### config.mk
export PLATFORM = sky130hd
export DESIGN_NAME = trap_seq_ctrl
export DESIGN_NICKNAME = d
export VERILOG_FILES = /design/src/rtl/trap_seq_ctrl.sv
export SDC_FILE = /design/constraint.sdc
export NUM_CORES = 1
export LEC_CHECK = 0
export CAP_MARGIN = 5
export CORE_ASPECT_RATIO = 0.6
export CORE_MARGIN = 10
export CORE_UTILIZATION = 37
export DETAILED_ROUTE_END_ITERATION = 7
export GPL_TIMING_DRIVEN = 0
export PLACE_DENSITY = 0.83
export SETUP_SLACK_MARGIN = 0.3
export SYNTH_ARGS = -nofsm -noshare
export SYNTH_HDL_FRONTEND = slang
export SYNTH_SLANG_ARGS = --single-unit
### constraint.sdc
create_clock -name clk -period 7.7 [get_ports clk]
set_clock_uncertainty 0.2 [all_clocks]
set_input_delay 1.155 -clock clk [delete_from_list [all_inputs] [get_ports clk]]
set_output_delay 1.155 -clock clk [all_outputs]
set_load 0.03 [all_outputs]
### src/rtl/trap_seq_ctrl.sv
// Trap sequencer: arbitrates exception/MRET requests, pulses the CSR commit strobes,
// drains the pipeline for FLUSH_CYCLES cycles and hands a redirect PC to fetch.

`ifndef I_ADDR_MISALIGNMENT
`define I_ADDR_MISALIGNMENT 2'd0
`endif
`ifndef ILLEGAL_IR
`define ILLEGAL_IR 2'd1
`endif
`ifndef ECALL
`define ECALL 2'd2
`endif

module trap_seq_ctrl #(
    parameter int unsigned FLUSH_CYCLES = 3,
    parameter logic [31:0] RESET_PC     = 32'h0001_0000
) (
    input  logic        clk,
    input  logic        rst,
    input  logic        req_misalign,
    input  logic        req_illegal,
    input  logic        req_ecall,
    input  logic [31:0] req_pc,
    input  logic [31:0] req_tval,
    input  logic        mret_req,
    input  logic [31:0] mret_target,
    input  logic [31:0] trap_vector,
    input  logic        redirect_ready,
    output logic        e_raised,
    output logic [1:0]  e_cause,
    output logic [31:0] e_pc,
    output logic [31:0] e_tval,
    output logic        is_mret,
    output logic        flush,
    output logic        redirect_valid,
    output logic [31:0] redirect_pc,
    output logic        busy
);

    typedef enum logic [2:0] {
        ST_IDLE,
        ST_RAISE,
        ST_MRET,
        ST_FLUSH,
        ST_REDIRECT
    } state_t;

    localparam logic [3:0] FLUSH_LOAD = 4'(FLUSH_CYCLES);

    state_t      state_reg;
    logic [3:0]  cnt_reg;
    logic        e_raised_reg;
    logic [1:0]  e_cause_reg;
    logic [31:0] e_pc_reg;
    logic [31:0] e_tval_reg;
    logic        is_mret_reg;
    logic        flush_reg;
    logic        redirect_valid_reg;
    logic [31:0] redirect_pc_reg;
    logic        busy_reg;

    // Fixed-priority exception arbitration; MRET only considered when no exception is pending.
    logic        exc_any;
    logic [1:0]  exc_cause_next;

    always_comb begin
        exc_any        = req_misalign | req_illegal | req_ecall;
        exc_cause_next = `ECALL;
        if (req_misalign) begin
            exc_cause_next = `I_ADDR_MISALIGNMENT;
        end else if (req_illegal) begin
            exc_cause_next = `ILLEGAL_IR;
        end
    end

    always_ff @(posedge clk or posedge rst) begin
        if (rst) begin
            state_reg          <= ST_IDLE;
            cnt_reg            <= 4'd0;
            e_raised_reg       <= 1'b0;
            e_cause_reg        <= 2'd0;
            e_pc_reg           <= 32'd0;
            e_tval_reg         <= 32'd0;
            is_mret_reg        <= 1'b0;
            flush_reg          <= 1'b0;
            redirect_valid_reg <= 1'b0;
            redirect_pc_reg    <= RESET_PC;
            busy_reg           <= 1'b0;
        end else begin
            case (state_reg)
                ST_IDLE: begin
                    if (exc_any) begin
                        state_reg    <= ST_RAISE;
                        e_raised_reg <= 1'b1;
                        e_cause_reg  <= exc_cause_next;
                        e_pc_reg     <= req_pc;
                        e_tval_reg   <= req_tval;
                        flush_reg    <= 1'b1;
                        busy_reg     <= 1'b1;
                    end else if (mret_req) begin
                        state_reg   <= ST_MRET;
                        is_mret_reg <= 1'b1;
                        flush_reg   <= 1'b1;
                        busy_reg    <= 1'b1;
                    end
                end
                ST_RAISE: begin
                    e_raised_reg    <= 1'b0;
                    redirect_pc_reg <= trap_vector;
                    cnt_reg         <= FLUSH_LOAD;
                    state_reg       <= ST_FLUSH;
                end
                ST_MRET: begin
                    // mepc is captured before the CSR file sees the MRET pulse land.
                    is_mret_reg     <= 1'b0;
                    redirect_pc_reg <= mret_target;
                    cnt_reg         <= FLUSH_LOAD;
                    state_reg       <= ST_FLUSH;
                end
                ST_FLUSH: begin
                    cnt_reg <= cnt_reg - 4'd1;
                    if (cnt_reg == 4'd1) begin
                        state_reg          <= ST_REDIRECT;
                        flush_reg          <= 1'b0;
                        redirect_valid_reg <= 1'b1;
                    end
                end
                ST_REDIRECT: begin
                    if (redirect_ready) begin
                        state_reg          <= ST_IDLE;
                        redirect_valid_reg <= 1'b0;
                        busy_reg           <= 1'b0;
                    end
                end
                default: begin
                    state_reg          <= ST_IDLE;
                    e_raised_reg       <= 1'b0;
                    is_mret_reg        <= 1'b0;
                    flush_reg          <= 1'b0;
                    redirect_valid_reg <= 1'b0;
                    busy_reg           <= 1'b0;
                end
            endcase
        end
    end

    assign e_raised       = e_raised_reg;
    assign e_cause        = e_cause_reg;
    assign e_pc           = e_pc_reg;
    assign e_tval         = e_tval_reg;
    assign is_mret        = is_mret_reg;
    assign flush          = flush_reg;
    assign redirect_valid = redirect_valid_reg;
    assign redirect_pc    = redirect_pc_reg;
    assign busy           = busy_reg;

endmodule

==> out/qor.csv, run 1 <==
stage,metric,value,unit
status,status,"complete, no violations",
worst_setup_path,Worst EP arrival,1.55,ns
placed_design,placed inst area,7650,sq um
worst_setup_path,kind of critical path,reg2out,
worst_setup_path,crit-path cells,clkdlybuf4s50_1,
synthesis,Syn Area/Cell,15.9,sq um
timing,Final Hold Fails,0,
pwr,cell internal pwr,0.00209,W
clock_tree,CTS Buffer Depth,2,
synthesis,Synth area leader,dfrtp_1,
timing,RSZ-0062 raised after global routing,no,
global_route,initial antenna violation count,0,
placed_design,GPL Wtd Cong,0.824,
layout,layout cells sized above 1,0.276,
worst_setup_path,R2R Setup Slk,5.57,ns
floorplan,initial core utilization,0.384,
synthesis,Post-Synthesis Cells,316,
floorplan,core area,13100,sq um
detailed_routing,final wirelength,14500,microns
timing,total negative slack,0,ns
detailed_routing,Vias,3577,
floorplan,# rows,32,
floorplan,I/O pins,238,
clock_tree,clk_lat worst skew,0.34,ns
pwr,Power Total,0.00346,W
worst_setup_path,CP Capture Type,primary output,
pwr,Logic pwr share,0.573,
global_route,GRT Util Overall,0.149,
floorplan,die height,110,microns
pwr,switching pwr,0.00136,W
layout,final core occ,0.606,
worst_setup_path,CP Launch Type,register,
layout,sequential cell area,2750,sq um
synthesis,"Distinct cells, synth",43,
pwr,P_leak,3.30,nW
placed_design,port bufs,237,
worst_setup_path,R2R Path End,redirect_pc[22],
layout,most frequent cells in the layout,"237 x clkdlybuf4s50_1, 109 x dfrtp_1, 63 x mux2_2, 54 x mux2_4, 11 x mux2_1",
detailed_routing,DRC,0,
worst_setup_path,CP required,6.34,ns
synthesis,syn nets,453,
worst_setup_path,family with the most delay on the worst path,buffers and inverters,
pwr,Clk pwr share,0.127,
pwr,Sequential Power Share,0.301,
clock_tree,# hold bufs at CTS,0,
worst_setup_path,R2R Path Start,state_reg[2],
global_route,vias in the first global route,3976,
global_route,GR peak layer,met2,
timing,worst-margin pin slew,0.652,ns
layout,net count of the finished layout,702,
global_route,GRT met3 Usage,0.0518,
clock_tree,Num CTS Buffers,9,
layout,multi-input combinational cell area,2050,sq um
layout,"commonest non-fill, non-tap cell in the layout",clkdlybuf4s50_1,
timing,Max Fclk,344,MHz
timing,Max Slew Vio Count,0,
worst_setup_path,CP Buf/Inv Count,1,
pwr,Switching Share,0.394,
global_route,met1 Usage GRT,0.174,
detailed_routing,DRT Pass-1 Iters,4,
detailed_routing,Iter 0 DRT Violations,119,
timing,final setup fails,0,
floorplan,Die W,171,microns
worst_setup_path,CP max stage delay,0.67,ns
hold_path,Hold WC Path Type,reg2reg,
worst_setup_path,critical path's slowest cell,clkdlybuf4s50_1,
clock_tree,PostCTS Resize Cnt,0,
clock_tree,clock sinks,110,
synthesis,Post-Syn Area,5030,sq um
placed_design,post-DP HPWL,11600,microns
synthesis,synth warn,0,
timing,relative slew slack,0.559,
global_route,largest net degree at the start of global routing,61,
layout,Ant. Diodes,0,
clock_tree,CTS tree,built,
hold_path,Worst Hold End,e_tval[12],
layout,area grow syn2layout,57.6,%
detailed_routing,Vias/cell,4.84,
detailed_routing,Wirelength per Cell,19.6,microns
timing,fin crit period,2.90,ns
detailed_routing,Antenna Violating Nets Remaining,0,
hold_path,min-delay src,e_tval[12],
hold_path,Min-Delay Path Depth,1,
synthesis,"FF+latch count, synth",110,
timing,period utilisation layout,0.377,
global_route,first-pass GRT wire length,22200,microns
synthesis,largest cells by area after synthesis,"dfrtp_1 54%, mux2_4 16%, mux2_2 14%",
clock_tree,clock slew at reported path FFs,0.07,ns
clock_tree,Max H-tree Level,3,
pwr,Power Density,436,nW/um^2
worst_setup_path,Crit Path Max Fanout,2,
worst_setup_path,Register-to-Register Path Depth,5,
clock_tree,Post-CTS Setup Inserts,0,
pwr,VDD IR max,0.000209,V
layout,Finished Cell Area,7930,sq um
global_route,GRT Residual Overflow,0,
synthesis,Synth top area share,0.542,
floorplan,die area,18800,sq um
layout,# fillers,1025,
synthesis,sequential area share after synthesis,0.547,
job,max_cap viols,0,
clock_tree,Clock Tree Root,clkbuf_16,
global_route,GRT met2 Usage,0.258,
## through the flow
| stage | setup slack [ns] | instances | hold slack [ns] |
|---|---|---|---|
| after floorplan | 3.44 | 316 | 0.327 |
| after global placement | 1.86 | 723 | 0.268 |
| after detailed placement | 4.52 | 724 | 0.279 |
| after CTS | 4.77 | 739 | 0.296 |
| after global routing | 4.77 | 739 | 0.311 |
| final | 4.80 | 739 | 0.289 |
## routing by layer
layer / vias to the layer above / part of all wire / wire length, microns
met5: - / 0 / 0
met4: 0 / 0.014 / 197
met3: 13 / 0.073 / 1060
met2: 127 / 0.50 / 7280
met1: 1798 / 0.41 / 5950
li1: 1639 / - / -
## worst max-delay path by stage
stage / end / depth (start not counted) / slack [ns] / from
final: redirect_pc[16] / 1 / 4.80 / redirect_pc[16]
after global routing: redirect_pc[16] / 1 / 4.77 / redirect_pc[16]
after floorplan: busy / 1 / 3.44 / rst
after detailed placement: e_tval[3] / 6 / 4.52 / req_misalign
after global placement: e_tval[18] / 2 / 1.86 / rst
after CTS: redirect_pc[16] / 1 / 4.77 / redirect_pc[16]
## power groups by stage
stage / clock network, W / logic [W] / registers [W]
2_1_floorplan: 0 / 0.000669 / 0.00157
3_3_place_gp: 0 / 0.00197 / 0.00103
3_5_place_dp: 0 / 0.00200 / 0.00105
4_1_cts: 0.000456 / 0.00201 / 0.00104
5_1_grt: 0.000480 / 0.00208 / 0.00108
6_report: 0.000438 / 0.00198 / 0.00104
## worst register-to-register path: cells and delay by family, from the launching register on
kind          cells  cell delay, ns
simple gates      1            0.29
mux               2            0.64
buf+inv           2            0.51
flops             1            0.37
## area by class of cell
type | count | area share
Buffer | 17 | 0.0260
Clock buffer | 10 | 0.0301
Clock inverter | 5 | 0.00552
Inverter | 7 | 0.00363
Multi-Input combinational cell | 182 | 0.258
Sequential cell | 110 | 0.347
Tap cell | 170 | 0.0268
Timing Repair Buffer | 238 | 0.303
## Yosys cell counts
cell,number
a21o_1,2
a21oi_1,4
a221oi_1,2
a22o_1,1
a2bb2oi_1,2
a311oi_1,1
a32o_1,2
a32oi_1,1
and2_1,1
and3b_1,1
buf_12,6
buf_2,3
buf_4,1
buf_6,5
clkbuf_1,2
dfrtp_1,109
dfstp_2,1
ha_1,2
inv_1,7
mux2_1,11
mux2_2,63
mux2_4,54
mux2i_1,2
nand2_1,3
nand3b_1,1
nor2_1,4
nor2_2,1
nor2_4,1
nor2b_2,1
nor3_1,1
nor3_2,1
nor3_4,1
nor3b_1,1
nor3b_4,1
nor4_1,1
nor4b_1,1
o21a_1,2
o21ai_0,8
o21bai_1,1
o22ai_1,1
o31ai_1,1
or3b_2,1
xnor2_1,1
## cell families after synthesis
| family | after synthesis | share of synthesized area |
|---|---|---|
| fa+ha+maj | 2 | 0.00497 |
| xor+xnor | 1 | 0.00174 |
| compound gates | 28 | 0.0383 |
| buf+inv | 24 | 0.0462 |
| simple gates | 21 | 0.0311 |
| flops | 110 | 0.547 |
| mux | 130 | 0.331 |
(Power assumes the default switching activity.)
==> run 2: changes to the inputs <==
clock period = 3 ns   (was 7.7 ns; I/O delays follow)
==> run 2 against run 1 <==
Largest power group unchanged. First-iteration DRC count decreased by 36%. Critical path depth stayed put. Sequential share of layout area fell by 0.16 points. Worst setup slack lost 4.0 ns. Via count is 0.95% lower. Sequential power increased to 2.6 times the previous value. Flip-flop and latch count unchanged. Final cell count up 0.27%. Largest cell class unchanged.
==> out/qor.csv, run 2 (synthesized netlist as in run 1, its figures left out) <==
stage,metric,value,unit,change
status,status,"complete, no violations",,
worst_setup_path,CP Launch Type,register,,
worst_setup_path,Register-to-Register Path Depth,5,,unchanged
layout,most frequent cells in the layout,"237 x clkdlybuf4s50_1, 109 x dfrtp_1, 63 x mux2_2, 54 x mux2_4, 11 x mux2_1",,
pwr,switching pwr,0.00356,W,+160%
floorplan,initial core utilization,0.384,,unchanged
clock_tree,clk_lat worst skew,0.33,ns,about the same
global_route,vias in the first global route,3975,,-0.025%
clock_tree,Post-CTS Setup Inserts,0,,unchanged
timing,fin crit period,2.20,ns,
layout,"commonest non-fill, non-tap cell in the layout",clkdlybuf4s50_1,,
job,max_cap viols,0,,unchanged
pwr,Sequential Power Share,0.298,,-0.003
pwr,cell internal pwr,0.00545,W,+160%
clock_tree,CTS tree,built,,
floorplan,# rows,32,,unchanged
placed_design,port bufs,237,,unchanged
timing,final setup fails,0,,unchanged
worst_setup_path,R2R Setup Slk,0.82,ns,-4.75 ns
timing,relative slew slack,0.599,,+0.0398
detailed_routing,Antenna Violating Nets Remaining,0,,unchanged
worst_setup_path,CP Buf/Inv Count,1,,unchanged
worst_setup_path,Worst EP arrival,1.55,ns,about the same
pwr,Logic pwr share,0.567,,-0.006
timing,total negative slack,0,ns,unchanged
clock_tree,CTS Buffer Depth,2,,unchanged
clock_tree,PostCTS Resize Cnt,0,,unchanged
layout,net count of the finished layout,703,,+0.14%
detailed_routing,Wirelength per Cell,20.2,microns,+3.0%
pwr,Power Total,0.00901,W,+160%
worst_setup_path,CP Capture Type,primary output,,
worst_setup_path,kind of critical path,reg2out,,
detailed_routing,DRC,0,,unchanged
placed_design,GPL Wtd Cong,0.854,,+3.6%
timing,fin worst setup slack,0.804,ns,-3.99 ns
worst_setup_path,critical path's slowest cell,clkdlybuf4s50_1,,
placed_design,post-DP HPWL,12200,microns,+4.9%
detailed_routing,final wirelength,15000,microns,+3.3%
hold_path,Min-Delay Path Depth,1,,unchanged
placed_design,placed cell count,725,,+0.14%
worst_setup_path,Crit Path Max Fanout,2,,unchanged
worst_setup_path,R2R Path End,redirect_pc[6],,
clock_tree,# hold bufs at CTS,0,,unchanged
worst_setup_path,family with the most delay on the worst path,buffers and inverters,,
worst_setup_path,CP max stage delay,0.69,ns,+0.02 ns
floorplan,die height,110,microns,unchanged
timing,Max Fclk,455,MHz,
global_route,initial antenna violation count,0,,unchanged
timing,WHS,0.291,ns,+0.00192 ns
timing,Max Slew Vio Count,0,,unchanged
clock_tree,Max H-tree Level,3,,unchanged
layout,layout cells sized above 1,0.278,,+0.00254
clock_tree,clock slew at reported path FFs,0.08,ns,about the same
hold_path,Hold WC Path Type,reg2reg,,
detailed_routing,DRT Pass-1 Iters,4,,unchanged
timing,period utilisation layout,0.732,,
global_route,GRT Util Overall,0.153,,+0.00460
floorplan,die area,18800,sq um,unchanged
floorplan,core area,13100,sq um,unchanged
hold_path,Worst Hold End,e_tval[12],,
detailed_routing,Vias/cell,4.78,,-1.2%
timing,Final Hold Fails,0,,unchanged
pwr,VDD IR max,0.000615,V,+190%
floorplan,I/O pins,238,,unchanged
layout,Ant. Diodes,0,,unchanged
worst_setup_path,CP required,2.35,ns,-3.99 ns
clock_tree,clock sinks,110,,unchanged
worst_setup_path,crit-path cells,clkdlybuf4s50_1,,
hold_path,min-delay src,e_tval[12],,
detailed_routing,Iter 0 DRT Violations,76,,-36%
global_route,first-pass GRT wire length,22800,microns,+2.6%
global_route,largest net degree at the start of global routing,45,,-26%
global_route,GRT Residual Overflow,0,,unchanged
floorplan,Die W,171,microns,unchanged
pwr,Power Density,1130,nW/um^2,+160%
timing,worst-margin pin slew,0.600,ns,-0.0517 ns
pwr,Switching Share,0.395,,+0.000994
layout,area grow syn2layout,58.3,%,
detailed_routing,Vias,3543,,-0.95%
layout,Non-Filler Instances,741,,+0.27%
pwr,P_leak,3.32,nW,+0.68%
clock_tree,Num CTS Buffers,9,,unchanged
placed_design,"worst slack, placed",0.528,ns,-4.00 ns
pwr,Clk pwr share,0.135,,+0.008
timing,RSZ-0062 raised after global routing,no,,
worst_setup_path,R2R Path Start,state_reg[2],,
clock_tree,Clock Tree Root,clkbuf_16,,
## run 2: worst max path at each step
stage	slack, ns	startpoint	cells past startpoint	to
after CTS	0.78	redirect_pc[16]	1	redirect_pc[16]
final	0.80	redirect_pc[16]	1	redirect_pc[16]
after global routing	0.74	state_reg[2]	5	redirect_pc[4]
after global placement	-0.02	rst	2	redirect_pc[29]
after floorplan	1.02	rst	1	busy
after detailed placement	0.53	req_misalign	6	e_tval[25]
## run 2: cell type report
| cell class | instances | area, sq um |
|---|---|---|
| buffer | 17 | 206 |
| clock buffer | 9 | 225 |
| clock inverter | 7 | 80.1 |
| fill | 1016 | 5120 |
| inverter | 7 | 30.0 |
| multi-input combinational | 182 | 2050 |
| sequential | 110 | 2750 |
| tap | 170 | 213 |
| timing repair buffer | 239 | 2410 |
## run 2: power groups by stage
stage | Combinational (W) | Clock [W] | Sequential, W
6_report | 0.00511 | 0.00122 | 0.00268
5_1_grt | 0.00537 | 0.00131 | 0.00278
4_1_cts | 0.00518 | 0.00126 | 0.00269
3_5_place_dp | 0.00517 | 0 | 0.00270
3_3_place_gp | 0.00507 | 0 | 0.00265
2_1_floorplan | 0.00172 | 0 | 0.00403
## run 2: per-layer routing
| layer | global-route usage | wire length, microns | part of all wire |
|---|---|---|---|
| met2 | 0.263 | 7300 | 0.49 |
| met4 | 0.0343 | 123 | 0.0082 |
| met3 | 0.0522 | 1140 | 0.076 |
| met1 | 0.184 | 6390 | 0.43 |
| met5 | 0 | 0 | 0 |
## run 2: stage by stage
| step | util | area (sq um) |
|---|---|---|
| detailed placement | 0.585 | 7660 |
| floorplan | - | 5040 |
| finish | 0.609 | 7970 |
| CTS | 0.609 | 7970 |
| global placement | 0.582 | 7620 |
| global route | 0.609 | 7970 |
==> run 3: changes to the inputs <==
clock period = 2.23 ns   (was 3 ns; I/O delays follow)
==> run 3 against run 2 <==
Cell area is 9.2% higher. Non-clock buffer count rose by 26. Wire length up 13%. Via count is 3.8% higher. Clock-buffer cell count did not move. Final cell count grew 3.5%. Sequential share of layout area down 2.9 points. Flip-flop and latch count is the same. Global-route usage rose by 0.53 points. Largest power group unchanged.
==> out/qor.csv, run 3 (synthesized netlist as in run 1, its figures left out) <==
stage,metric,value,unit,change
status,status,"complete, no violations",,
worst_setup_path,CP Buf/Inv Count,4,,+3
timing,final setup fails,0,,unchanged
clock_tree,clock sinks,110,,unchanged
floorplan,die area,18800,sq um,unchanged
timing,total negative slack,0,ns,unchanged
pwr,Power Total,0.0124,W,+38%
pwr,Sequential Power Share,0.290,,-0.008
clock_tree,CTS tree,built,,
timing,fin crit period,2.01,ns,
floorplan,core area,13100,sq um,unchanged
worst_setup_path,R2R Setup Slk,0.22,ns,-0.60 ns
placed_design,port bufs,237,,unchanged
clock_tree,# hold bufs at CTS,0,,unchanged
layout,"commonest non-fill, non-tap cell in the layout",clkdlybuf4s50_1,,
placed_design,post-DP HPWL,12200,microns,unchanged
layout,net count of the finished layout,729,,+3.7%
clock_tree,clock slew at reported path FFs,0.08,ns,about the same
placed_design,GPL Wtd Cong,0.854,,unchanged
pwr,P_leak,4.22,nW,+27%
global_route,largest net degree at the start of global routing,45,,unchanged
placed_design,placed cell count,725,,unchanged
global_route,first-pass GRT wire length,23500,microns,+3.2%
clock_tree,Max H-tree Level,3,,unchanged
layout,Non-Filler Instances,767,,+3.5%
pwr,Switching Share,0.404,,+0.00889
timing,fin worst setup slack,0.217,ns,-0.587 ns
detailed_routing,final wirelength,16900,microns,+13%
clock_tree,CTS Buffer Depth,2,,unchanged
timing,worst-margin pin slew,0.612,ns,+0.0113 ns
global_route,GRT Util Overall,0.159,,+0.00531
detailed_routing,Vias,3678,,+3.8%
detailed_routing,DRC,0,,unchanged
floorplan,I/O pins,238,,unchanged
floorplan,die height,110,microns,unchanged
detailed_routing,Iter 0 DRT Violations,130,,+71%
job,max_cap viols,0,,unchanged
worst_setup_path,critical path's slowest cell,dfrtp_1,,
clock_tree,clk_lat worst skew,0.34,ns,about the same
detailed_routing,Antenna Violating Nets Remaining,0,,unchanged
floorplan,initial core utilization,0.384,,unchanged
pwr,cell internal pwr,0.00742,W,+36%
detailed_routing,DRT Pass-1 Iters,4,,unchanged
timing,Final Hold Fails,0,,unchanged
worst_setup_path,kind of critical path,reg2reg,,
pwr,Logic pwr share,0.578,,+0.011
worst_setup_path,CP max stage delay,0.38,ns,-0.31 ns
timing,relative slew slack,0.589,,-0.0104
pwr,Power Density,1430,nW/um^2,+27%
timing,Max Fclk,497,MHz,
clock_tree,Num CTS Buffers,9,,unchanged
global_route,initial antenna violation count,0,,unchanged
floorplan,Die W,171,microns,unchanged
worst_setup_path,CP Launch Type,register,,
detailed_routing,Wirelength per Cell,22.0,microns,+9.1%
worst_setup_path,Worst EP arrival,2.03,ns,+0.48 ns
global_route,vias in the first global route,4055,,+2.0%
global_route,GRT Residual Overflow,0,,unchanged
floorplan,# rows,32,,unchanged
layout,layout cells sized above 1,0.332,,+0.0532
timing,period utilisation layout,0.903,,
clock_tree,Clock Tree Root,clkbuf_16,,
pwr,Clk pwr share,0.131,,-0.004
worst_setup_path,family with the most delay on the worst path,buffers and inverters,,
detailed_routing,Vias/cell,4.80,,+0.29%
timing,Max Slew Vio Count,0,,unchanged
timing,RSZ-0062 raised after global routing,yes,,
layout,area grow syn2layout,72.8,%,
worst_setup_path,CP required,2.25,ns,-0.10 ns
layout,Ant. Diodes,0,,unchanged
placed_design,"worst slack, placed",-0.127,ns,-0.655 ns
pwr,switching pwr,0.00503,W,+41%
worst_setup_path,CP Capture Type,register,,
hold_path,Hold WC Path Type,in2async,,
worst_setup_path,crit-path cells,buf_6 -> nor3b_4 -> buf_6 -> buf_12 -> buf_8 -> mux2_4 -> mux2_4,,
pwr,VDD IR max,0.000782,V,+27%
layout,most frequent cells in the layout,"135 x clkdlybuf4s50_1, 116 x mux2_4, 107 x dfrtp_1, 71 x dlygate4sd2_1, 31 x dlymetal6s2s_1",,
worst_setup_path,Crit Path Max Fanout,7,,+5
[run 3: final cells by class]
type | instances | area [sq um]
Fill cell | 916 | 4390
Clock inverter | 7 | 80.1
Multi-Input combinational cell | 182 | 2310
Timing Repair Buffer | 265 | 2840
Clock buffer | 9 | 225
Buffer | 17 | 249
Inverter | 7 | 30.0
Sequential cell | 110 | 2760
Tap cell | 170 | 213
[run 3: path summary, 6_finish.rpt]
path / start / endpoint / cells past startpoint
max: state_reg[2] / redirect_pc[25] / 7
max reg2reg: state_reg[2] / redirect_pc[25] / 7
min in group clk: e_tval[12] / e_tval[12] / 1
min reg2reg: e_tval[12] / e_tval[12] / 1
max in group asynchronous: rst / redirect_pc[16] / 3
min: rst / e_tval[3] / 2
[run 3: stage by stage]
step | utilization | hold WS, ns | area [sq um]
2_1_floorplan | - | 0.269 | 5040
3_5_place_dp | 0.585 | 0.276 | 7660
3_3_place_gp | 0.582 | 0.269 | 7620
4_1_cts | 0.624 | 0.218 | 8170
5_1_grt | 0.664 | 0.239 | 8700
6_report | 0.664 | 0.208 | 8700
[run 3: power groups by stage]
stage / Clock (W) / Combinational (W) / Sequential [W]
floorplan: 0 / 0.00231 / 0.00543
global placement: 0 / 0.00682 / 0.00356
detailed placement: 0 / 0.00695 / 0.00363
CTS: 0.00169 / 0.00679 / 0.00360
global route: 0.00177 / 0.00755 / 0.00373
finish: 0.00163 / 0.00720 / 0.00362
[run 3: metal layers]
metal  GRT usage  up-vias  part of all wire
met2       0.271      137              0.49
met5           0        -                 0
met3      0.0522       10             0.065
met4      0.0368        0            0.0094
met1       0.192     1837              0.44
li1            -     1694                 -
[run 3: repair_timing]
| action | CTS | global route |
|---|---|---|
| gates resized for setup | 106 | 84 |
| setup buffers | 9 | 6 |
| gates cloned | 3 | 8 |
| pin swaps | 3 | 2 |
| setup endpoints to repair | 161 | 87 |
[run 3: worst register-to-register path, cell delays in order (launching register included)]
cell and delay [ns]:
dfrtp_1 0.38, buf_6 0.13, nor3b_4 0.17, buf_6 0.19, buf_12 0.13, buf_8 0.12
mux2_4 0.31, mux2_4 0.26
